## src/rtl/seg7_scan_driver.sv

```systemverilog
// Basys3 4-digit 7-segment scan driver: binary -> BCD (double dabble), frame-aligned commit, refresh scan.
// Latency: BCD conversion takes 14 cycles; a new value appears at the next frame boundary (idx 3->0).
// Backpressure: none; value_valid while busy is dropped, and the latest finished result overwrites pending.
// Ports: clk/rst (sync, active-high); value[13:0]+value_valid input strobe; busy = conversion running;
//        overflow = committed content is out of range; an_sel[3:0] active-low anodes; seg[6:0] active-low gfedcba.
module seg7_scan_driver #(
  parameter int REFRESH_DIV = 100000,
  parameter bit BLANK_LZ    = 1'b1
) (
  input  logic        clk,
  input  logic        rst,
  input  logic [13:0] value,
  input  logic        value_valid,
  output logic        busy,
  output logic        overflow,
  output logic [3:0]  an_sel,
  output logic [6:0]  seg
);

  localparam int CW = (REFRESH_DIV > 2) ? $clog2(REFRESH_DIV) : 1;

  typedef enum logic {IDLE, SHIFT} state_t;

  state_t      state_q, state_d;
  logic [29:0] sr_q, sr_d;        // {bcd[15:0], bin[13:0]}
  logic [29:0] sr_adj, sr_shift;
  logic [3:0]  shcnt_q, shcnt_d;
  logic [15:0] pend_bcd_q, pend_bcd_d;
  logic        pend_ovf_q, pend_ovf_d;
  logic        pend_vld_q, pend_vld_d;
  logic [15:0] disp_bcd_q, disp_bcd_d;
  logic        disp_ovf_q, disp_ovf_d;
  logic [CW-1:0] cnt_q, cnt_d;
  logic [1:0]  idx_q, idx_d;
  logic [3:0]  an_q, an_d;
  logic [6:0]  seg_q, seg_d;

  logic        tick, commit;
  logic        res_vld, res_ovf;
  logic [15:0] res_bcd;

  function automatic logic [6:0] decode(input logic [3:0] nib);
    logic [6:0] s;
    case (nib)
      4'd0:    s = 7'b1000000;
      4'd1:    s = 7'b1111001;
      4'd2:    s = 7'b0100100;
      4'd3:    s = 7'b0110000;
      4'd4:    s = 7'b0011001;
      4'd5:    s = 7'b0010010;
      4'd6:    s = 7'b0000010;
      4'd7:    s = 7'b1111000;
      4'd8:    s = 7'b0000000;
      4'd9:    s = 7'b0010000;
      default: s = 7'b1111111;
    endcase
    return s;
  endfunction

  function automatic logic [6:0] digit_seg(input logic [15:0] bcd, input logic ovf,
                                           input logic [1:0] k);
    logic blank;
    blank = 1'b0;
    if (BLANK_LZ) begin
      case (k)
        2'd1:    blank = (bcd[15:4]  == 12'd0);
        2'd2:    blank = (bcd[15:8]  == 8'd0);
        2'd3:    blank = (bcd[15:12] == 4'd0);
        default: blank = 1'b0;
      endcase
    end
    if (ovf)        return 7'b0111111;
    else if (blank) return 7'b1111111;
    else            return decode(bcd[{k, 2'b00} +: 4]);
  endfunction

  // Double-dabble correction: any BCD nibble >= 5 gets +3 before the shift.
  always_comb begin
    sr_adj = sr_q;
    for (int i = 0; i < 4; i++) begin
      if (sr_q[14 + 4*i +: 4] >= 4'd5) begin
        sr_adj[14 + 4*i +: 4] = sr_q[14 + 4*i +: 4] + 4'd3;
      end
    end
  end

  assign sr_shift = {sr_adj[28:0], 1'b0};

  // Conversion FSM; res_* is the one-cycle "new pending content" event.
  always_comb begin
    state_d = state_q;
    sr_d    = sr_q;
    shcnt_d = shcnt_q;
    res_vld = 1'b0;
    res_ovf = 1'b0;
    res_bcd = 16'd0;
    case (state_q)
      IDLE: begin
        if (value_valid) begin
          if (value <= 14'd9999) begin
            sr_d    = {16'd0, value};
            shcnt_d = 4'd14;
            state_d = SHIFT;
          end else begin
            res_vld = 1'b1;
            res_ovf = 1'b1;
          end
        end
      end
      SHIFT: begin
        sr_d    = sr_shift;
        shcnt_d = shcnt_q - 4'd1;
        if (shcnt_q == 4'd1) begin
          res_vld = 1'b1;
          res_bcd = sr_shift[29:14];
          state_d = IDLE;
        end
      end
      default: state_d = IDLE;
    endcase
  end

  // Scan, commit and output registers. Commit reads the old pending value, so a
  // result finishing on the commit edge lands in pending for the next frame.
  always_comb begin
    tick   = (cnt_q == CW'(REFRESH_DIV - 1));
    commit = tick && (idx_q == 2'd3) && pend_vld_q;

    cnt_d = tick ? '0 : cnt_q + CW'(1);
    idx_d = tick ? idx_q + 2'd1 : idx_q;

    disp_bcd_d = commit ? pend_bcd_q : disp_bcd_q;
    disp_ovf_d = commit ? pend_ovf_q : disp_ovf_q;

    pend_bcd_d = pend_bcd_q;
    pend_ovf_d = pend_ovf_q;
    pend_vld_d = pend_vld_q;
    if (res_vld) begin
      pend_bcd_d = res_bcd;
      pend_ovf_d = res_ovf;
      pend_vld_d = 1'b1;
    end else if (commit) begin
      pend_vld_d = 1'b0;
    end

    // Outputs follow next-state index/data so the new digit lights on the tick edge itself.
    an_d  = ~(4'b0001 << idx_d);
    seg_d = digit_seg(disp_bcd_d, disp_ovf_d, idx_d);
  end

  always_ff @(posedge clk) begin
    if (rst) begin
      state_q    <= IDLE;
      sr_q       <= '0;
      shcnt_q    <= '0;
      pend_bcd_q <= '0;
      pend_ovf_q <= 1'b0;
      pend_vld_q <= 1'b0;
      disp_bcd_q <= '0;
      disp_ovf_q <= 1'b0;
      cnt_q      <= '0;
      idx_q      <= '0;
      an_q       <= 4'b1110;
      seg_q      <= 7'b1000000;
    end else begin
      state_q    <= state_d;
      sr_q       <= sr_d;
      shcnt_q    <= shcnt_d;
      pend_bcd_q <= pend_bcd_d;
      pend_ovf_q <= pend_ovf_d;
      pend_vld_q <= pend_vld_d;
      disp_bcd_q <= disp_bcd_d;
      disp_ovf_q <= disp_ovf_d;
      cnt_q      <= cnt_d;
      idx_q      <= idx_d;
      an_q       <= an_d;
      seg_q      <= seg_d;
    end
  end

  assign busy     = (state_q == SHIFT);
  assign overflow = disp_ovf_q;
  assign an_sel   = an_q;
  assign seg      = seg_q;

endmodule

```

## config.mk

```make
export PLATFORM = sky130hd
export DESIGN_NAME = seg7_scan_driver
export DESIGN_NICKNAME = d
export VERILOG_FILES = /design/src/rtl/seg7_scan_driver.sv
export SDC_FILE = /design/constraint.sdc
export NUM_CORES = 1
export LEC_CHECK = 0
export BUFFER_PORTS_ARGS = -buffer_cell sky130_fd_sc_hd__clkbuf_2
export CAP_MARGIN = 10
export CORE_ASPECT_RATIO = 1.4
export CORE_MARGIN = 8
export CORE_UTILIZATION = 59
export CTS_BUF_LIST = sky130_fd_sc_hd__clkbuf_16
export DETAILED_ROUTE_END_ITERATION = 10
export MAX_ROUTING_LAYER = met4
export PLACE_DENSITY_LB_ADDON = 0.15
export SKIP_LAST_GASP = 1
export SYNTH_ARGS = -nofsm -noshare
export SYNTH_HDL_FRONTEND = slang
export SYNTH_SLANG_ARGS = --single-unit
```

## constraint.sdc

```tcl
create_clock -name clk -period 3.1 [get_ports clk]
set_clock_uncertainty 0.05 [all_clocks]
set_input_delay 0.465 -clock clk [delete_from_list [all_inputs] [get_ports clk]]
set_output_delay 0.465 -clock clk [all_outputs]
set_load 0.01 [all_outputs]
```

==> key figures, run 1 <==
Timing
  – Fin Setup TNS: 0 ps
  – Final Cycle Share: 92.68%
  – Fmax achieved: 348.1 MHz
  – Max-slew violation count: 0
  – Final-layout worst hold slack: 311.9 ps
  – Number of failing hold endpoints at the final stage: 0
  – Final critical-path setup slack: 227.0 ps
  – Unrepaired setup endpoints after global routing: false
  – Worst slew margin: 46.14%
  – Actual slew at the worst max-slew pin: 808.0 ps
  – Minimum clock period: 2873 ps
  – Final setup violation count: 0

Routing
  – First-pass DRT Iterations: 5
  – Remaining design rule violation count: 0
  – Routed Wire Length: 10.75 mm
  – Per-cell via count in the routed design: 5.997
  – Vias: 4072
  – Routed Antenna Nets: 0
  – Detailed-route wire length per cell: 15.83 um
  – Initial drt markers: 278

Yosys
  – Sequential-to-total area share from yosys stat: 41.38%
  – Top post-synthesis cells by area: sky130_fd_sc_hd__dfxtp_1 41%, sky130_fd_sc_hd__nor2_1 6.3%, sky130_fd_sc_hd__nand2_1 5.2%
  – Share of Yosys cell area claimed by the top area cell type: 41.38%
  – Cell types with the highest counts after synthesis: 100 x sky130_fd_sc_hd__dfxtp_1, 81 x sky130_fd_sc_hd__nor2_1, 67 x sky130_fd_sc_hd__nand2_1
  – Flops & latches, synth: 100
  – Mapped Nets: 589
  – Largest area contributor in the synthesized netlist: sky130_fd_sc_hd__dfxtp_1
  – Count leader, synth: sky130_fd_sc_hd__dfxtp_1
  – Share of flip-flops with an asynchronous set or reset after synthesis: 0%
  – Number of enable flip-flop cells after synthesis: 0
  – Gate count of the mapped netlist: 555
  – Average size of a mapped cell: 8.718 um^2
  – Yosys warns: 0
  – Netlist cell types: 60
  – Cell area after technology mapping: 4838 um^2
  – Prevailing post-synth register cell: sky130_fd_sc_hd__dfxtp_1

Die
  – Std cell rows: 39
  – Vertical die dimension: 123.2 um
  – Die extent in x: 92.54 um
  – Initial standard-cell utilization of the core: 60.09%
  – IO Pins: 30
  – Area of the core region: 8051 um^2
  – Die area: 11400 um^2

Power and ir drop
  – Final total power: 2.466 mW
  – Maximum ir drop on the vdd rail: 0.0003433 V
  – LEAKAGE: 2.052 nW
  – Power density relative to cell area: 462.9 nW/um^2

Finish
  – Post-synthesis to final-layout area growth: 10.09%
  – Count of fill cells added during filler insertion: 675
  – Post-layout instance count excluding filler cells: 679
  – Count of nets after finishing: 606
  – Layout cells sized above 1: 14.04%
  – Area occupied by registers: 2002 um^2
  – Ant. Diodes: 0
  – Multi-input gate area in the final layout: 2636 um^2

Clock tree
  – Number of buffers inserted to repair setup after CTS: 0
  – Clock Latency Late Sink: 340 ps
  – CTS tree: yes
  – CTS root buf: sky130_fd_sc_hd__clkbuf_16
  – Clock tree buffer depth: 2
  – Resized Gates After CTS: 0
  – Count of hold buffers inserted by post-cts repair: 0
  – Total number of H-tree levels: 3
  – CTS sink count: 100
  – Clock-pin slew reported for the worst setup and hold paths after clock tree synthesis: 70 ps
  – CTS Buf Count: 9

Global route
  – Total Routing Usage GR: 19.83%
  – Largest net degree at the start of global routing: 41
  – Vias in the first global route: 3822
  – Congestion Overflow GR: 0
  – First-pass GRT wire length: 17.86 mm
  – Initial antenna violation count: 0

Job
  – Max Cap Violations: 0

Place
  – Total of buffers placed on input and output ports: 29
  – Setup slack at placement: 218.7 ps
  – Sum of net half-perimeters after detailed placement: 7.874 mm
  – Number of placed cells counting well taps: 663
  – Placer congestion estimate: 0.9732

Critical path
  – Worst Path Arrival: 3100 ps
  – Reg2reg setup slack: 230 ps
  – Path type of the worst setup path: register to register
  – Kind of start point of the critical path: register
  – CP endpoint kind: register
  – Critical Path Fanout Max: 8
  – Required time at the worst-slack endpoint: 3330 ps

Status
  – Result of the run: finished, final reports clean

Worst hold path
  – Classification of the worst-slack hold path: primary input to register
-- cell families after synthesis --
family | Yosys count | share of synthesized area [%]
compound gates | 122 | 18.05
mux | 31 | 7.189
simple gates | 214 | 20.95
flops | 100 | 41.38
xor+xnor | 20 | 3.620
buf+inv | 51 | 4.422
fa+ha+maj | 17 | 4.396
-- cell type report --
class / instances / area share [%]
inverter: 17 / 1.198
sequential: 100 / 37.59
clock inverter: 7 / 0.8222
clock buffer: 9 / 4.228
tap: 102 / 2.396
multi-input combinational: 404 / 49.49
timing repair buffer: 40 / 4.275
-- where the power goes --
group          switching (mW)  internal, mW  leakage, nW
sequential             0.0207          1.31        0.809
clock                   0.473         0.539        0.132
combinational          0.0800        0.0448         1.11
-- layer usage --
layer  wire [um]  track usage, %  share of wire (%)  vias up
met1        4466           20.97                 42     1930
met4         233           9.505                2.2        0
met3         433           4.010                4.0       18
li1            -               -                  -     2021
met5           0               -                  0        -
met2        5614           34.71                 52      103
-- worst paths after layout --
check / startpoint / end / cells past startpoint
setup / recovery: cnt_q[0]$_SDFF_PP0_ / seg[3]$_SDFF_PP0_ / 9
hold / removal: value[0] / sr_q[0]$_SDFFE_PP0P_ / 3
setup reg to reg: cnt_q[0]$_SDFF_PP0_ / seg[3]$_SDFF_PP0_ / 9
hold reg to reg: cnt_q[0]$_SDFF_PP0_ / cnt_q[0]$_SDFF_PP0_ / 1
-- state kept, by name (all words and copies together) (netlist names), 2 cells and up --
signal	count
shcnt_q	4
cnt_q	17
disp_bcd_q	16
an_sel	4
sr_q	30
seg	7
pend_bcd_q	16
idx_q	2
-- layout by cell type, fill, tap and decap left out, types with 2 or more instances in the layout --
cell type / instances
sky130_fd_sc_hd__a211oi_1: 3
sky130_fd_sc_hd__a21oi_1: 35
sky130_fd_sc_hd__a221oi_1: 2
sky130_fd_sc_hd__a222oi_1: 13
sky130_fd_sc_hd__a22oi_1: 33
sky130_fd_sc_hd__a31o_2: 2
sky130_fd_sc_hd__and2_1: 2
sky130_fd_sc_hd__and3_1: 4
sky130_fd_sc_hd__and3b_1: 3
sky130_fd_sc_hd__buf_4: 11
sky130_fd_sc_hd__clkbuf_16: 9
sky130_fd_sc_hd__clkbuf_2: 29
sky130_fd_sc_hd__clkinvlp_4: 2
sky130_fd_sc_hd__dfxtp_1: 100
sky130_fd_sc_hd__ha_1: 17
sky130_fd_sc_hd__inv_1: 19
sky130_fd_sc_hd__mux2_2: 10
sky130_fd_sc_hd__mux2i_1: 19
sky130_fd_sc_hd__mux4_2: 2
sky130_fd_sc_hd__nand2_1: 67
sky130_fd_sc_hd__nand2b_1: 9
sky130_fd_sc_hd__nand3_1: 14
sky130_fd_sc_hd__nand4_1: 3
sky130_fd_sc_hd__nor2_1: 81
sky130_fd_sc_hd__nor3_1: 4
sky130_fd_sc_hd__nor3b_1: 2
sky130_fd_sc_hd__nor4_1: 10
sky130_fd_sc_hd__o211ai_1: 3
sky130_fd_sc_hd__o21ai_0: 11
sky130_fd_sc_hd__o22ai_1: 3
sky130_fd_sc_hd__o31ai_1: 2
sky130_fd_sc_hd__or2_2: 2
sky130_fd_sc_hd__or3_1: 2
sky130_fd_sc_hd__xnor2_1: 9
sky130_fd_sc_hd__xor2_1: 11
-- stage by stage --
step,utilization [%],instance area [um^2]
after CTS,66.03,5316
after global placement,62.69,5047
after floorplan,-,4838
after global routing,66.15,5326
final,66.15,5326
after detailed placement,62.69,5047
-- critical path: stages (launching register included) --
cell and delay, ps:
sky130_fd_sc_hd__dfxtp_1 360, sky130_fd_sc_hd__ha_1 260, sky130_fd_sc_hd__and3_1 240, sky130_fd_sc_hd__nand4_4 200
sky130_fd_sc_hd__o21ai_2 250, sky130_fd_sc_hd__and2_4 230, sky130_fd_sc_hd__mux2_2 420, sky130_fd_sc_hd__ha_1 330
sky130_fd_sc_hd__or2_2 300, sky130_fd_sc_hd__a21oi_1 140
Note: power is estimated with default switching activity, not from simulation.
==> run 2: changes to the inputs <==
--- a/config.mk
+++ b/config.mk
@@ -5,6 +5,7 @@
 export SDC_FILE = /design/constraint.sdc
 export NUM_CORES = 1
 export LEC_CHECK = 0
+export ABC_AREA = 1
 export BUFFER_PORTS_ARGS = -buffer_cell sky130_fd_sc_hd__clkbuf_2
 export CAP_MARGIN = 10
 export CORE_ASPECT_RATIO = 1.4
==> run 2 against run 1 <==
  * Hold slack got worse by 11 ps
  * Setup slack improved by 230 ps
  * Register-to-register slack better by 230 ps
  * Synthesized area rose by 1.9%
  * Critical path depth grew 4
  * Critical endpoint is now seg[4]$_SDFF_PP0_
  * Non-clock buffer count is 4 lower
  * Flip-flop and latch count unchanged
  * Synthesized cell count up 25%
  * First-iteration DRC count down 28%
  * Total power barely moved
  * Largest power group unchanged
==> key figures, run 2 <==
Power and ir drop
  – Clock network power share: 41.5%
  – LEAKAGE: 2.318 nW
  – P_int: 1.885 mW
  – Share of total power consumed by net switching: 23.51%
  – Final total power: 2.465 mW
  – Proportion of power drawn by flip-flops and latches: 53.5%
  – Reported net switching power: 579.3 uW
  – Maximum ir drop on the vdd rail: 0.0003342 V
  – Power density relative to cell area: 453.0 nW/um^2
  – Combinational cell fraction of total power: 5.0%

Clock tree
  – CTS root buf: sky130_fd_sc_hd__clkbuf_16
  – Count of hold buffers inserted by post-cts repair: 0
  – Number of buffers inserted to repair setup after CTS: 0
  – CTS tree: yes
  – Clock Latency Late Sink: 350 ps
  – CTS sink count: 100
  – Clock tree buffer depth: 2
  – CTS Buf Count: 9
  – Clock-pin slew reported for the worst setup and hold paths after clock tree synthesis: 70 ps
  – Total number of H-tree levels: 3
  – Resized Gates After CTS: 0

Timing
  – Final critical-path setup slack: 452.6 ps
  – Unrepaired setup endpoints after global routing: false
  – Final setup violation count: 0
  – Fmax achieved: 377.7 MHz
  – Max-slew violation count: 0
  – Final-layout worst hold slack: 300.8 ps
  – Minimum clock period: 2647 ps
  – Actual slew at the worst max-slew pin: 754.0 ps
  – Fin Setup TNS: 0 ps
  – Worst slew margin: 49.74%
  – Final Cycle Share: 85.40%
  – Number of failing hold endpoints at the final stage: 0

Finish
  – Core Util, Final: 66.76%
  – Register with the highest flop count: sr_q
  – Cell area after layout: 5440 um^2
  – Most common cell after layout, fill and taps aside: sky130_fd_sc_hd__nand2_1
  – Count of nets after finishing: 754
  – Count of fill cells added during filler insertion: 712
  – Most frequent cells in the layout: 206 x sky130_fd_sc_hd__nand2_1, 100 x sky130_fd_sc_hd__dfxtp_1, 89 x sky130_fd_sc_hd__nor2_1
  – Ant. Diodes: 0
  – Largest regs: sr_q (30), cnt_q (17)
  – Layout cells sized above 1: 14.07%
  – Post-layout instance count excluding filler cells: 827
  – Largest register FFs: 30
  – Post-synthesis to final-layout area growth: 10.33%

Routing
  – Routed Wire Length: 10.30 mm
  – First-pass DRT Iterations: 4
  – Remaining design rule violation count: 0
  – Vias: 4282
  – Detailed-route wire length per cell: 12.45 um
  – Routed Antenna Nets: 0
  – Initial drt markers: 199
  – Per-cell via count in the routed design: 5.178

Place
  – Setup slack at placement: 470.2 ps
  – Placer congestion estimate: 0.9566
  – Sum of net half-perimeters after detailed placement: 7.651 mm
  – Total of buffers placed on input and output ports: 29
  – Post-DP Area: 5172 um^2
  – Number of placed cells counting well taps: 811

Critical path
  – Critical Path Fanout Max: 11
  – CP endpoint kind: register
  – Worst Path Arrival: 2800 ps
  – Required time at the worst-slack endpoint: 3250 ps
  – Kind of start point of the critical path: register
  – Path type of the worst setup path: register to register

Yosys
  – Largest area contributor in the synthesized netlist: sky130_fd_sc_hd__dfxtp_1
  – Share of flip-flops with an asynchronous set or reset after synthesis: 0%
  – Sequential-to-total area share from yosys stat: 40.60%
  – Mapped Nets: 728
  – Prevailing post-synth register cell: sky130_fd_sc_hd__dfxtp_1
  – Cell area after technology mapping: 4931 um^2
  – Netlist cell types: 37
  – Flops & latches, synth: 100
  – Average size of a mapped cell: 7.105 um^2
  – Yosys warns: 0
  – Share of Yosys cell area claimed by the top area cell type: 40.60%
  – Number of enable flip-flop cells after synthesis: 0
  – Cell types with the highest counts after synthesis: 206 x sky130_fd_sc_hd__nand2_1, 100 x sky130_fd_sc_hd__dfxtp_1, 89 x sky130_fd_sc_hd__nor2_1
  – Gate count of the mapped netlist: 694
  – Count leader, synth: sky130_fd_sc_hd__nand2_1
  – Top post-synthesis cells by area: sky130_fd_sc_hd__dfxtp_1 41%, sky130_fd_sc_hd__nand2_1 16%, sky130_fd_sc_hd__nor2_1 6.8%

Global route
  – Largest net degree at the start of global routing: 76
  – Congestion Overflow GR: 0
  – Vias in the first global route: 4170
  – Initial antenna violation count: 0
  – Total Routing Usage GR: 19.46%
  – First-pass GRT wire length: 17.82 mm

Die
  – IO Pins: 30
  – Initial standard-cell utilization of the core: 60.51%
  – Die extent in x: 93.27 um
  – Std cell rows: 39
  – Area of the core region: 8149 um^2
  – Die area: 11580 um^2
  – Vertical die dimension: 124.2 um

Job
  – Max Cap Violations: 0

Worst hold path
  – Classification of the worst-slack hold path: primary input to register

Status
  – Result of the run: finished, final reports clean
-- run 2: per-layer routing --
layer	global-route usage, %	share of wire [%]	vias to the layer above
met5	-	0	-
met4	10.01	3.1	0
met3	3.257	3.2	22
met2	34.22	52	76
met1	20.48	42	1936
li1	-	-	2248
-- run 2: cell type report --
type,instances,area (um^2),area share (%)
clock inverters,7,42.54,0.7820
clock buffers,9,225.2,4.140
inverters,71,269.0,4.945
multi-input cells,502,2576,47.36
repair buffers,36,197.7,3.634
flip-flops and latches,100,2002,36.80
well taps,102,127.6,2.346
-- run 2: logic make-up after synthesis --
| family | after synthesis | synth area share [%] |
|---|---|---|
| flip-flops | 100 | 40.60 |
| adder cells (fa/ha/maj) | 17 | 4.314 |
| AND/OR/NAND/NOR | 372 | 34.43 |
| buffers and inverters | 92 | 7.232 |
| AO/OA/AOI/OAI | 103 | 11.65 |
| XOR/XNOR | 10 | 1.776 |
-- run 2: power by group through the flow --
stage | sequential [mW] | clock [mW] | combinational [mW]
global placement | 1.35 | 0 | 0.123
detailed placement | 1.35 | 0 | 0.125
floorplan | 1.35 | 0 | 0.0857
finish | 1.32 | 1.02 | 0.124
global route | 1.32 | 1.10 | 0.141
CTS | 1.32 | 1.04 | 0.126
-- run 2: path summary, 6_finish.rpt --
check / slack, ps / cells past startpoint / start / to
setup reg to reg: 450 / 13 / cnt_q[0]$_SDFF_PP0_ / seg[4]$_SDFF_PP0_
hold / removal: 300 / 3 / value[0] / sr_q[0]$_SDFFE_PP0P_
hold reg to reg: 400 / 1 / cnt_q[0]$_SDFF_PP0_ / cnt_q[0]$_SDFF_PP0_
setup / recovery: 450 / 13 / cnt_q[0]$_SDFF_PP0_ / seg[4]$_SDFF_PP0_
-- run 2: worst max-delay path, cell delays in order (launching register included) --
cell,delay (ps)
sky130_fd_sc_hd__dfxtp_1,350
sky130_fd_sc_hd__ha_1,210
sky130_fd_sc_hd__nand3_2,140
sky130_fd_sc_hd__nor2_4,210
sky130_fd_sc_hd__nand4_2,250
sky130_fd_sc_hd__buf_4,270
sky130_fd_sc_hd__o21ai_0,350
sky130_fd_sc_hd__nor2_1,80
sky130_fd_sc_hd__nor2_1,140
sky130_fd_sc_hd__nand2_1,120
sky130_fd_sc_hd__nor2_1,140
sky130_fd_sc_hd__nor2_1,70
sky130_fd_sc_hd__nor2_1,90
sky130_fd_sc_hd__nor2_1,40
==> run 3: changes to the inputs <==
--- a/config.mk
+++ b/config.mk
@@ -10,7 +10,7 @@
 export CAP_MARGIN = 10
 export CORE_ASPECT_RATIO = 1.4
 export CORE_MARGIN = 8
-export CORE_UTILIZATION = 59
+export CORE_UTILIZATION = 30
 export CTS_BUF_LIST = sky130_fd_sc_hd__clkbuf_16
 export DETAILED_ROUTE_END_ITERATION = 10
 export MAX_ROUTING_LAYER = met4
==> run 3 against run 2 <==
  * Sequential power hardly changed
  * Via count decreased by 0.37%
  * Flip-flop and latch count unchanged
  * Clock power rose by 19%
  * Fmax shrank 1.3%
  * Global-route usage decreased by 8.1 points
  * Combinational power is 3% higher
  * Utilization decreased by 32 points
  * Critical path type unchanged
  * Largest cell class unchanged
==> key figures, run 3 (synthesis results as in run 2) <==
Power and ir drop
  – Combinational cell fraction of total power: 4.8%
  – Share of total power consumed by net switching: 22.84%
  – LEAKAGE: 2.351 nW
  – Proportion of power drawn by flip-flops and latches: 49.6%
  – P_int: 2.053 mW
  – Clock network power share: 45.6%
  – Maximum ir drop on the vdd rail: 0.0002649 V
  – Reported net switching power: 607.7 uW
  – Power density relative to cell area: 474.0 nW/um^2

Finish
  – Largest register FFs: 30
  – Register with the highest flop count: sr_q
  – Ant. Diodes: 0
  – Multi-input gate area in the final layout: 2576 um^2
  – Count of fill cells added during filler insertion: 1751
  – Count of nets after finishing: 753
  – Largest regs: sr_q (30), cnt_q (17)
  – Most common cell after layout, fill and taps aside: sky130_fd_sc_hd__nand2_1
  – Most frequent cells in the layout: 206 x sky130_fd_sc_hd__nand2_1, 100 x sky130_fd_sc_hd__dfxtp_1, 89 x sky130_fd_sc_hd__nor2_1
  – Area occupied by registers: 2002 um^2
  – Layout cells sized above 1: 13.95%
  – Post-synthesis to final-layout area growth: 13.85%

Critical path
  – Required time at the worst-slack endpoint: 3260 ps
  – Startpoint of the worst-slack reg-to-reg timing path: cnt_q[0]$_SDFF_PP0_
  – Kind of start point of the critical path: register
  – Path type of the worst setup path: register to register
  – CP endpoint kind: register
  – Beginning of the critical path: cnt_q[0]$_SDFF_PP0_
  – Endpoint of the most critical setup path: seg[3]$_SDFF_PP0_
  – Register-to-Register Path Depth: 16
  – Reg2reg setup slack: 420 ps
  – Critical Path Fanout Max: 9
  – Worst Path Arrival: 2850 ps
  – Reg2Reg Capture Point: seg[3]$_SDFF_PP0_

Timing
  – Fin Setup TNS: 0 ps
  – Number of failing hold endpoints at the final stage: 0
  – Unrepaired setup endpoints after global routing: false
  – Actual slew at the worst max-slew pin: 785.3 ps
  – Minimum clock period: 2683 ps
  – Worst slew margin: 47.65%
  – Max-slew violation count: 0
  – Final critical-path setup slack: 417.4 ps
  – Final setup violation count: 0
  – Final Cycle Share: 86.54%
  – Fmax achieved: 372.8 MHz

Place
  – Sum of net half-perimeters after detailed placement: 8.356 mm
  – Setup slack at placement: 383.1 ps
  – Total of buffers placed on input and output ports: 29
  – Placer congestion estimate: 0.8562

Global route
  – Vias in the first global route: 4193
  – First-pass GRT wire length: 19.48 mm
  – Congestion Overflow GR: 0
  – Initial antenna violation count: 0
  – Total Routing Usage GR: 11.39%
  – Largest net degree at the start of global routing: 76

Routing
  – Initial drt markers: 171
  – Routed Antenna Nets: 0
  – First-pass DRT Iterations: 7
  – Detailed-route wire length per cell: 12.14 um
  – Vias: 4266
  – Remaining design rule violation count: 0
  – Per-cell via count in the routed design: 4.622
  – Routed Wire Length: 11.20 mm

Clock tree
  – Total number of H-tree levels: 3
  – CTS Buf Count: 9
  – Number of buffers inserted to repair setup after CTS: 0
  – Clock Latency Late Sink: 350 ps
  – Clock-pin slew reported for the worst setup and hold paths after clock tree synthesis: 70 ps
  – Clock tree buffer depth: 2
  – Count of hold buffers inserted by post-cts repair: 0
  – Resized Gates After CTS: 0
  – CTS root buf: sky130_fd_sc_hd__clkbuf_16
  – CTS sink count: 100
  – CTS tree: yes

Die
  – Die area: 20850 um^2
  – Initial standard-cell utilization of the core: 30.62%
  – Die extent in x: 124.4 um
  – Std cell rows: 55
  – IO Pins: 30
  – Vertical die dimension: 167.7 um
  – Area of the core region: 16100 um^2

Worst hold path
  – Classification of the worst-slack hold path: primary input to register

Status
  – Result of the run: finished, final reports clean

Job
  – Max Cap Violations: 0
## run 3: how the worst min path moves through the flow
stage / startpoint / end / slack [ps] / cells after the start
floorplan: cnt_q[0]$_SDFF_PP0_ / cnt_q[0]$_SDFF_PP0_ / 370 / 1
global placement: cnt_q[0]$_SDFF_PP0_ / cnt_q[0]$_SDFF_PP0_ / 380 / 1
detailed placement: cnt_q[0]$_SDFF_PP0_ / cnt_q[0]$_SDFF_PP0_ / 390 / 1
CTS: value[0] / sr_q[0]$_SDFFE_PP0P_ / 290 / 3
global route: value[0] / sr_q[0]$_SDFFE_PP0P_ / 300 / 3
finish: value[0] / sr_q[0]$_SDFFE_PP0P_ / 300 / 3
## run 3: worst max-delay path: stages, from the launching register on
cell	delay, ps
sky130_fd_sc_hd__dfxtp_1	360
sky130_fd_sc_hd__ha_1	210
sky130_fd_sc_hd__nand3_2	140
sky130_fd_sc_hd__nor2_4	200
sky130_fd_sc_hd__nand4_2	290
sky130_fd_sc_hd__nand2_1	170
sky130_fd_sc_hd__o21ai_2	90
sky130_fd_sc_hd__nor2_1	110
sky130_fd_sc_hd__nor2_1	50
sky130_fd_sc_hd__nand2_1	140
sky130_fd_sc_hd__inv_1	100
sky130_fd_sc_hd__ha_1	280
sky130_fd_sc_hd__inv_1	30
sky130_fd_sc_hd__nor2_1	130
sky130_fd_sc_hd__nor2_1	60
sky130_fd_sc_hd__nor2_1	100
sky130_fd_sc_hd__nor2_1	40
## run 3: power by group through the flow
stage | Sequential (mW) | Combinational (mW) | Clock [mW]
6_report | 1.32 | 0.128 | 1.21
3_3_place_gp | 1.35 | 0.131 | 0
3_5_place_dp | 1.35 | 0.132 | 0
5_1_grt | 1.32 | 0.147 | 1.30
2_1_floorplan | 1.35 | 0.0857 | 0
4_1_cts | 1.32 | 0.132 | 1.27
## run 3: per-layer routing
layer  global-route usage [%]  vias up  wire, um
li1                         -     2244         -
met1                    12.58     1942      5189
met2                    19.27       59      5451
met3                    1.991       21       288
met4                    5.938        0       273
met5                        -        -         0
## run 3: layout make-up
cell class	instances	area share (%)
Tap cell	199	4.435
Clock buffer	9	4.012
Sequential cell	100	35.66
Clock inverter	7	1.605
Timing Repair Buffer	35	3.610
Multi-Input combinational cell	502	45.89
Inverter	71	4.792
## run 3: through the flow
step / cell area [um^2] / hold slack [ps] / utilization, % / total power [mW] / std cells
2_1_floorplan: 4931 / 367.6 / - / 1.432 / 694
3_3_place_gp: 5299 / 379.2 / 32.91 / 1.479 / 907
3_5_place_dp: 5299 / 394.8 / 32.91 / 1.480 / 907
4_1_cts: 5614 / 289.1 / 34.86 / 2.716 / 923
5_1_grt: 5614 / 303.1 / 34.86 / 2.766 / 923
6_report: 5614 / 295.9 / 34.86 / 2.661 / 923
